**src/rtl/urx_cmd_ctrl_pkg.sv**
```systemverilog
// Shared definitions for the UART command controller: FSM encoding, frame layout, counter width.
// Frame length depends on URX_CMD_CHK_EN (checksum byte present when defined).
package urx_cmd_ctrl_pkg;

    typedef enum logic [2:0] {
        ST_IDLE,
        ST_CMD,
        ST_ADDR,
        ST_DH,
        ST_DL,
`ifdef URX_CMD_CHK_EN
        ST_CHK,
`endif
        ST_ISSUE
    } state_t;

    localparam logic [7:0] HDR_DEFAULT = 8'h55;

    localparam int OFS_HDR  = 0;
    localparam int OFS_CMD  = 1;
    localparam int OFS_ADDR = 2;
    localparam int OFS_DH   = 3;
    localparam int OFS_DL   = 4;
    localparam int OFS_CHK  = 5;

`ifdef URX_CMD_CHK_EN
    localparam int FRAME_LEN = OFS_CHK + 1;
`else
    localparam int FRAME_LEN = OFS_DL + 1;
`endif

    localparam int ERR_CNT_W = 8;

    function automatic logic [ERR_CNT_W-1:0] sat_inc(input logic [ERR_CNT_W-1:0] v);
        return (v == '1) ? v : v + 1'b1;
    endfunction

endpackage

```
**src/rtl/urx_cmd_ctrl_if.sv**
```systemverilog
// Byte-receive and register-access bundle between the UART side, the controller and the register bank.
interface urx_cmd_ctrl_if;
    logic [7:0]  rx_data;
    logic        rx_vld;
    logic        cfg_req;
    logic        cfg_we;
    logic [7:0]  cfg_addr;
    logic [15:0] cfg_wdata;
    logic        cfg_ack;

    modport slave (
        input  rx_data, rx_vld, cfg_ack,
        output cfg_req, cfg_we, cfg_addr, cfg_wdata
    );

    modport master (
        output rx_data, rx_vld, cfg_ack,
        input  cfg_req, cfg_we, cfg_addr, cfg_wdata
    );
endinterface

```
**src/rtl/urx_gap_timer.sv**
```systemverilog
// Inter-byte gap timer in microseconds; expired holds while the count sits at TIMEOUT_US.
module urx_gap_timer #(
    parameter int TIMEOUT_US = 1000
) (
    input  logic clk_sys,
    input  logic rst,
    input  logic clr,
    input  logic en,
    input  logic pluse_us,
    output logic expired
);
    localparam logic [15:0] LIMIT = 16'(TIMEOUT_US);

    logic [15:0] r_cnt;

    // Count stops at the limit so it cannot wrap while waiting for the FSM to react.
    always_ff @(posedge clk_sys) begin
        if (rst || clr) begin
            r_cnt <= '0;
        end else if (en && pluse_us && (r_cnt != LIMIT)) begin
            r_cnt <= r_cnt + 16'd1;
        end
    end

    assign expired = en && (r_cnt == LIMIT);
endmodule

```
**src/rtl/urx_cmd_ctrl.sv**
```systemverilog
// Parses HDR/CMD/ADDR/DATA_H/DATA_L[/CHK] frames from the UART and issues one register access each.
// URX_CMD_CHK_EN defined adds the XOR checksum byte and its check.
module urx_cmd_ctrl
    import urx_cmd_ctrl_pkg::*;
#(
    parameter int         TIMEOUT_US = 1000,
    parameter logic [7:0] HDR        = HDR_DEFAULT
) (
    input  logic                 clk_sys,
    input  logic                 rst,
    input  logic                 pluse_us,
    urx_cmd_ctrl_if.slave        bus,
    output logic [ERR_CNT_W-1:0] err_cnt
);
    state_t                r_state;
    state_t                w_state_nxt;
    logic                  r_we;
    logic                  r_req;
    logic [7:0]            r_addr;
    logic [7:0]            r_dh;
    logic [7:0]            r_dl;
    logic [ERR_CNT_W-1:0]  r_err;
    logic                  w_err;
    logic                  w_issue;
    logic                  w_done;
    logic                  w_in_frame;
    logic                  w_tmr_clr;
    logic                  w_expired;

`ifdef URX_CMD_CHK_EN
    logic [7:0] w_chk;
    assign w_chk = {7'd0, r_we} ^ r_addr ^ r_dh ^ r_dl;
`endif

    assign w_in_frame = (r_state != ST_IDLE) && (r_state != ST_ISSUE);
    assign w_tmr_clr  = bus.rx_vld || !w_in_frame;

    urx_gap_timer #(
        .TIMEOUT_US (TIMEOUT_US)
    ) u_gap_timer (
        .clk_sys  (clk_sys),
        .rst      (rst),
        .clr      (w_tmr_clr),
        .en       (w_in_frame),
        .pluse_us (pluse_us),
        .expired  (w_expired)
    );

    always_comb begin
        w_state_nxt = r_state;
        w_err       = 1'b0;
        w_issue     = 1'b0;
        w_done      = 1'b0;
        case (r_state)
            ST_IDLE: if (bus.rx_vld && (bus.rx_data == HDR)) w_state_nxt = ST_CMD;
            ST_CMD: begin
                if (bus.rx_vld) begin
                    if (|bus.rx_data[7:1]) begin
                        w_state_nxt = ST_IDLE;
                        w_err       = 1'b1;
                    end else begin
                        w_state_nxt = ST_ADDR;
                    end
                end
            end
            ST_ADDR: if (bus.rx_vld) w_state_nxt = ST_DH;
            ST_DH:   if (bus.rx_vld) w_state_nxt = ST_DL;
`ifdef URX_CMD_CHK_EN
            ST_DL:   if (bus.rx_vld) w_state_nxt = ST_CHK;
            ST_CHK: begin
                if (bus.rx_vld) begin
                    if (bus.rx_data == w_chk) begin
                        w_state_nxt = ST_ISSUE;
                        w_issue     = 1'b1;
                    end else begin
                        w_state_nxt = ST_IDLE;
                        w_err       = 1'b1;
                    end
                end
            end
`else
            ST_DL: begin
                if (bus.rx_vld) begin
                    w_state_nxt = ST_ISSUE;
                    w_issue     = 1'b1;
                end
            end
`endif
            ST_ISSUE: begin
                // A byte arriving mid-request is dropped; the request itself carries on.
                if (bus.rx_vld) w_err = 1'b1;
                if (r_req && bus.cfg_ack) begin
                    w_state_nxt = ST_IDLE;
                    w_done      = 1'b1;
                end
            end
            default: w_state_nxt = ST_IDLE;
        endcase
        // A byte in the same cycle as the expiry wins over the timeout.
        if (w_in_frame && !bus.rx_vld && w_expired) begin
            w_state_nxt = ST_IDLE;
            w_err       = 1'b1;
        end
    end

    always_ff @(posedge clk_sys) begin
        if (rst) begin
            r_state <= ST_IDLE;
        end else begin
            r_state <= w_state_nxt;
        end
    end

    always_ff @(posedge clk_sys) begin
        if (rst) begin
            r_req  <= 1'b0;
            r_we   <= 1'b0;
            r_addr <= '0;
            r_dh   <= '0;
            r_dl   <= '0;
            r_err  <= '0;
        end else begin
            if (w_err) r_err <= sat_inc(r_err);
            if (bus.rx_vld) begin
                case (r_state)
                    ST_CMD:  r_we   <= bus.rx_data[0];
                    ST_ADDR: r_addr <= bus.rx_data;
                    ST_DH:   r_dh   <= bus.rx_data;
                    ST_DL:   r_dl   <= bus.rx_data;
                    default: ;
                endcase
            end
            if (w_issue) begin
                r_req <= 1'b1;
            end else if (w_done) begin
                r_req <= 1'b0;
            end
        end
    end

    assign bus.cfg_req   = r_req;
    assign bus.cfg_we    = r_we;
    assign bus.cfg_addr  = r_addr;
    assign bus.cfg_wdata = {r_dh, r_dl};
    assign err_cnt       = r_err;
endmodule
```
**src/flat_wrapper.sv**
```systemverilog
// flat-port wrapper written by rule: the top's interface ports become plain ports
module urx_cmd_ctrl_flat import urx_cmd_ctrl_pkg::*;
#(
    parameter int         TIMEOUT_US = 1000,
    parameter logic [7:0] HDR        = HDR_DEFAULT
)
  (clk_sys, rst, pluse_us, err_cnt, bus_rx_data, bus_rx_vld, bus_cfg_ack, bus_cfg_req, bus_cfg_we, bus_cfg_addr, bus_cfg_wdata);
  urx_cmd_ctrl_if bus_i ();
  input  logic clk_sys;
  input  logic rst;
  input  logic pluse_us;
  output logic [ERR_CNT_W-1:0] err_cnt;
  input wire logic [$bits(bus_i.rx_data)-1:0] bus_rx_data;
  input wire logic [$bits(bus_i.rx_vld)-1:0] bus_rx_vld;
  input wire logic [$bits(bus_i.cfg_ack)-1:0] bus_cfg_ack;
  output wire logic [$bits(bus_i.cfg_req)-1:0] bus_cfg_req;
  output wire logic [$bits(bus_i.cfg_we)-1:0] bus_cfg_we;
  output wire logic [$bits(bus_i.cfg_addr)-1:0] bus_cfg_addr;
  output wire logic [$bits(bus_i.cfg_wdata)-1:0] bus_cfg_wdata;
  assign bus_i.rx_data = bus_rx_data;
  assign bus_i.rx_vld = bus_rx_vld;
  assign bus_i.cfg_ack = bus_cfg_ack;
  assign bus_cfg_req = bus_i.cfg_req;
  assign bus_cfg_we = bus_i.cfg_we;
  assign bus_cfg_addr = bus_i.cfg_addr;
  assign bus_cfg_wdata = bus_i.cfg_wdata;
  urx_cmd_ctrl #(.TIMEOUT_US(TIMEOUT_US), .HDR(HDR)) u_core (.clk_sys(clk_sys), .rst(rst), .pluse_us(pluse_us), .bus(bus_i), .err_cnt(err_cnt));
endmodule
```
**config.mk**
```make
export PLATFORM = sky130hd
export DESIGN_NAME = urx_cmd_ctrl_flat
export DESIGN_NICKNAME = d
export VERILOG_FILES = /design/src/rtl/urx_cmd_ctrl_pkg.sv /design/src/rtl/urx_cmd_ctrl_if.sv /design/src/rtl/urx_gap_timer.sv /design/src/rtl/urx_cmd_ctrl.sv /design/src/flat_wrapper.sv
export SDC_FILE = /design/constraint.sdc
export NUM_CORES = 1
export LEC_CHECK = 0
export ABC_AREA = 1
export BUFFER_PORTS_ARGS = -buffer_cell sky130_fd_sc_hd__buf_2
export CAP_MARGIN = 40
export CORE_MARGIN = 4
export CORE_UTILIZATION = 56
export CTS_BUF_LIST = sky130_fd_sc_hd__clkbuf_16
export DETAILED_ROUTE_END_ITERATION = 16
export GPL_ROUTABILITY_DRIVEN = 0
export PLACE_DENSITY = 0.88
export SLEW_MARGIN = 20
export SYNTH_ARGS = -nofsm -noshare
export SYNTH_HDL_FRONTEND = slang
export SYNTH_HIERARCHICAL = 1
export SYNTH_SLANG_ARGS = --single-unit
export TNS_END_PERCENT = 100
```
**constraint.sdc**
```tcl
create_clock -name clk_sys -period 4.3 [get_ports clk_sys]
set_input_delay 0.645 -clock clk_sys [delete_from_list [all_inputs] [get_ports clk_sys]]
set_output_delay 0.645 -clock clk_sys [all_outputs]
set_load 0.01 [all_outputs]
```
==> implementation parameters <==
Parameter                              Value

CTS
  Setup Buffers After CTS ... 0
  Htree depth ... 2
  Source-to-sink clock delay at the later pin of the worst-skew pair ... around 0.29 ns
  Buffer levels on the longest clock path ... 2
  Resize count post-CTS ... 0
  Number of CTS-inserted buffers ... 5
  TritonCTS Sinks ... between 50 and 60
  Clock Tree Root ... sky130_fd_sc_hd__clkbuf_16
  TritonCTS clock tree ... built
  Post-CTS Hold Fix Bufs ... 0
  Clock slew seen by the registers of the worst setup and hold paths ... 0.07 ns

STA
  Max Clock Freq ... 529 MHz
  Setup_tns ... 0 ns
  Hold Fails Final Rpt ... 0
  Unrepaired setup endpoints after global routing ... false
  Fin Clk Skew ... approximately 0.0056 ns
  Final Cycle Share ... between 40% and 50%
  Max-slew headroom ... roughly three fifths
  Actual transition at the worst max-transition pin ... roughly 0.59 ns
  Slew Limit Fails ... 0
  Count of endpoints failing setup in the final report ... 0
  Minimum clock period after layout ... roughly 1.9 ns

Route
  DRC viols ... 0
  Number of nets with antenna violations after detailed routing ... 0
  DRC marker count from the first detailed-route iteration ... about 230
  Detailed Routing Iterations Pass 1 ... 5
  Routed length per instance ... 12.6 µm
  Total routed wirelength ... roughly 6500 µm
  Drt via density ... ~5.2
  Via Count ... around 2700

Synth
  Flop and latch count out of synthesis ... 53
  Yosys top cell area share ... between 30% and 40%
  Combined area of all synthesized cells ... 0.00282 mm²
  Post-Syn Area per Cell ... roughly 6.9 µm²
  Number of nets produced by synthesis ... about 420
  Number of unique standard cell types used by synthesis ... 32
  Cells after synthesis ... between 400 and 500
  Cells taking the most area after synthesis ... sky130_fd_sc_hd__dfxtp_1, sky130_fd_sc_hd__nand2_1, sky130_fd_sc_hd__inv_1
  EDFF count, synth ... 0
  Number of warnings issued by yosys ... 6
  FFs w/ async S/R, synth ... 0%
  Portion of the post-synthesis area used by sequential elements ... between 30% and 40%
  Leading area contributor after synthesis ... sky130_fd_sc_hd__dfxtp_1
  Most used DFF post-synth ... sky130_fd_sc_hd__dfxtp_1

Setup path
  Max incr delay on CP ... slightly above 0.5 ns
  Cell count along the critical path ... 9
  Critical-path top delay cell ... sky130_fd_sc_hd__dfxtp_1
  Startpoint of the worst-slack reg-to-reg timing path ... u_core/r_state[2]$_SDFFE_PP0P_
  Largest fanout of any net on the critical path ... 12
  Number of cells traversed by the worst register-to-register path ... 9
  Classification of the worst setup path ... reg2reg
  Buffer and inverter count on the worst path ... 2
  Crit path arrival time ... between 2 and 2.5 ns
  Kind of cell adding the most delay to the critical path ... simple AND/OR/NAND/NOR gates
  Cell mode on critical path ... sky130_fd_sc_hd__nand2_1
  CP Launch Type ... flop
  Data required, critical path ... about 4.5 ns
  Capturing point of the worst reg2reg path ... u_core/u_gap_timer/r_cnt[11]$_SDFFE_PP0P_
  Register-to-register setup slack ... between 2 and 2.5 ns
  Critical path endpoint category ... flop
  Worst-path cell chain ... nor2_2 > nand2_1 > nand2_1 > inv_1 > nand2_1 > nor2_1 > inv_1 > o21bai_1 > nor2_1

Pwr
  Cell internal pwr ... ~0.80 mW
  Power per standard cell area ... approximately 370 mW/mm²
  Post-layout power ... ~1.2 mW
  Proportion of power drawn by flip-flops and latches ... between 40% and 50%
  Worst IR drop on VDD ... 0.155 mV
  Part of the power in the clock network ... about 33%
  Leakage power summed over all cells ... approximately 1.4 nW
  Net Switching ... 0.372 mW
  Power share of the combinational group ... between 20% and 30%
  Sw Ratio ... a little under a third

Hold path
  Cells on Worst Hold Path ... 2
  Startpoint of the tightest hold check path ... u_core/r_dh[0]$_SDFFE_PP0P_
  Min-delay worst type ... reg2reg
  Hold Path End ... u_core/r_dh[0]$_SDFFE_PP0P_

Die
  Core box area ... roughly 0.0048 mm²
  Number of core rows ... 25
  Die Wd ... just under 80 µm
  DIE AREA ... approximately 0.0062 mm²
  Total I/O pin count ... between 40 and 50
  Die Y-Extent ... about 80 µm
  Starting utilization of the core area ... about three fifths

Cells and area
  Number of diodes ... 0
  Final standard cell utilization of the core ... around 67%
  Synth-to-Final Area Change ... 14.0%
  Share of post-route cells with drive strength above 1 ... between 20 and 25%
  Layout Cell Area excl Fill ... 0.00321 mm²
  Final-stage net count ... 464

Outcome
  Result of the run ... completed

GRT
  Number of global-route vias before repair ... ~2500
  Pin count of the biggest net entering global routing ... 24
  Overall global routing resource usage ... approximately 22%
  Antenna violations before repair ... 0
  Global route overflow ... 0
  Wire length of the first global-routing pass ... around 11000 µm

Flow run
  Max Cap Violations ... 0

Placed design
  Count of input and output buffers ... 46
  Cell area reported after detailed placement ... about 0.0031 mm²
  Total half-perimeter wirelength after legalization and detailed placement ... 4660 µm
stage by stage:
| step | instances | worst slack (ns) | hold slack (ns) |
|---|---|---|---|
| 6_report | 516 | 2.41 | 0.447 |
| 5_1_grt | 516 | 2.18 | 0.463 |
| 4_1_cts | 516 | 2.45 | 0.448 |
| 3_5_place_dp | 508 | 2.29 | 0.437 |
| 3_3_place_gp | 508 | 2.39 | 0.430 |
| 2_1_floorplan | 406 | 2.60 | 0.467 |
tightest hold or removal path, stage by stage (launching register included):
cell and delay (ns):
sky130_fd_sc_hd__dfxtp_1 0.31, sky130_fd_sc_hd__inv_1 0.05, sky130_fd_sc_hd__a21oi_1 0.05
state kept, by name (all words and copies together) (netlist names):
register	cells
u_core/bus.cfg_addr	8
u_core/bus.cfg_req	1
u_core/bus.cfg_we	1
u_core/err_cnt	8
u_core/r_dh	8
u_core/r_dl	8
u_core/r_state	3
u_core/u_gap_timer/r_cnt	16
power groups by stage:
stage	registers, mW	clock network, mW	logic (mW)
6_report	0.543	0.391	0.243
5_1_grt	0.546	0.425	0.272
4_1_cts	0.542	0.402	0.240
3_5_place_dp	0.553	0	0.237
3_3_place_gp	0.551	0	0.228
2_1_floorplan	0.544	0	0.190
layer usage:
| layer | vias to the layer above | GRT usage (%) | share of wire (%) |
|---|---|---|---|
| met2 | 98 | 39.6 | 50 |
| li1 | 1376 | - | - |
| met5 | - | 0 | 0 |
| met3 | 8 | 4.76 | 7.1 |
| met1 | 1220 | 26.0 | 42 |
| met4 | 0 | 7.22 | 1.2 |
cell usage in the layout, fill, tap and decap left out, drive strengths merged, types with 2 or more instances in the layout:
cell type,instances
ha,3
nor4,2
a21oi,44
nand4,8
nor2,53
o21ai,28
xor2,8
nand3,27
clkbuf,5
buf,46
nand2,98
xnor2,2
o21bai,4
nand3b,3
inv,61
dfxtp,53
cell usage after synthesis (5+ instances only):
master and n:
sky130_fd_sc_hd__nand3_1 24, sky130_fd_sc_hd__a21oi_1 29, sky130_fd_sc_hd__nor2_2 5, sky130_fd_sc_hd__xor2_1 8, sky130_fd_sc_hd__nand2_1 91, sky130_fd_sc_hd__dfxtp_1 53, sky130_fd_sc_hd__inv_1 56, sky130_fd_sc_hd__o21ai_0 27
sky130_fd_sc_hd__nand4_1 7, sky130_fd_sc_hd__nor2_1 47, sky130_fd_sc_hd__a21oi_2 15
worst max-delay path by stage:
stage	from	to	slack [ns]
6_report	u_core/r_state[2]$_SDFFE_PP0P_	u_core/u_gap_timer/r_cnt[11]$_SDFFE_PP0P_	2.41
5_1_grt	u_core/u_gap_timer/r_cnt[8]$_SDFFE_PP0P_	u_core/err_cnt[6]$_SDFFE_PP0P_	2.18
4_1_cts	u_core/u_gap_timer/r_cnt[6]$_SDFFE_PP0P_	u_core/err_cnt[6]$_SDFFE_PP0P_	2.45
3_5_place_dp	bus_rx_vld	u_core/u_gap_timer/r_cnt[11]$_SDFFE_PP0P_	2.29
3_3_place_gp	bus_rx_vld	u_core/u_gap_timer/r_cnt[12]$_SDFFE_PP0P_	2.39
2_1_floorplan	bus_rx_vld	u_core/u_gap_timer/r_cnt[13]$_SDFFE_PP0P_	2.60
cells by family (layout without fill, tap and decap cells):
family,Yosys count,after routing,share of synthesized area (%)
AO/OA/AOI/OAI,77,77,16.2
XOR/XNOR,10,10,3.11
adder cells (fa/ha/maj),3,3,1.33
buffers and inverters,70,113,10.0
flip-flops,53,53,37.6
AND/OR/NAND/NOR,193,193,31.6
layout make-up:
class                      count  area, µm²
tap                           67       83.8
timing repair buffer          46        230
fill                         412       1570
multi-input combinational    283       1480
clock buffer                   5        125
clock inverter                 3       17.5
sequential                    53       1060
inverter                      59        221
No activity file was read; power rests on OpenSTA's default activity.
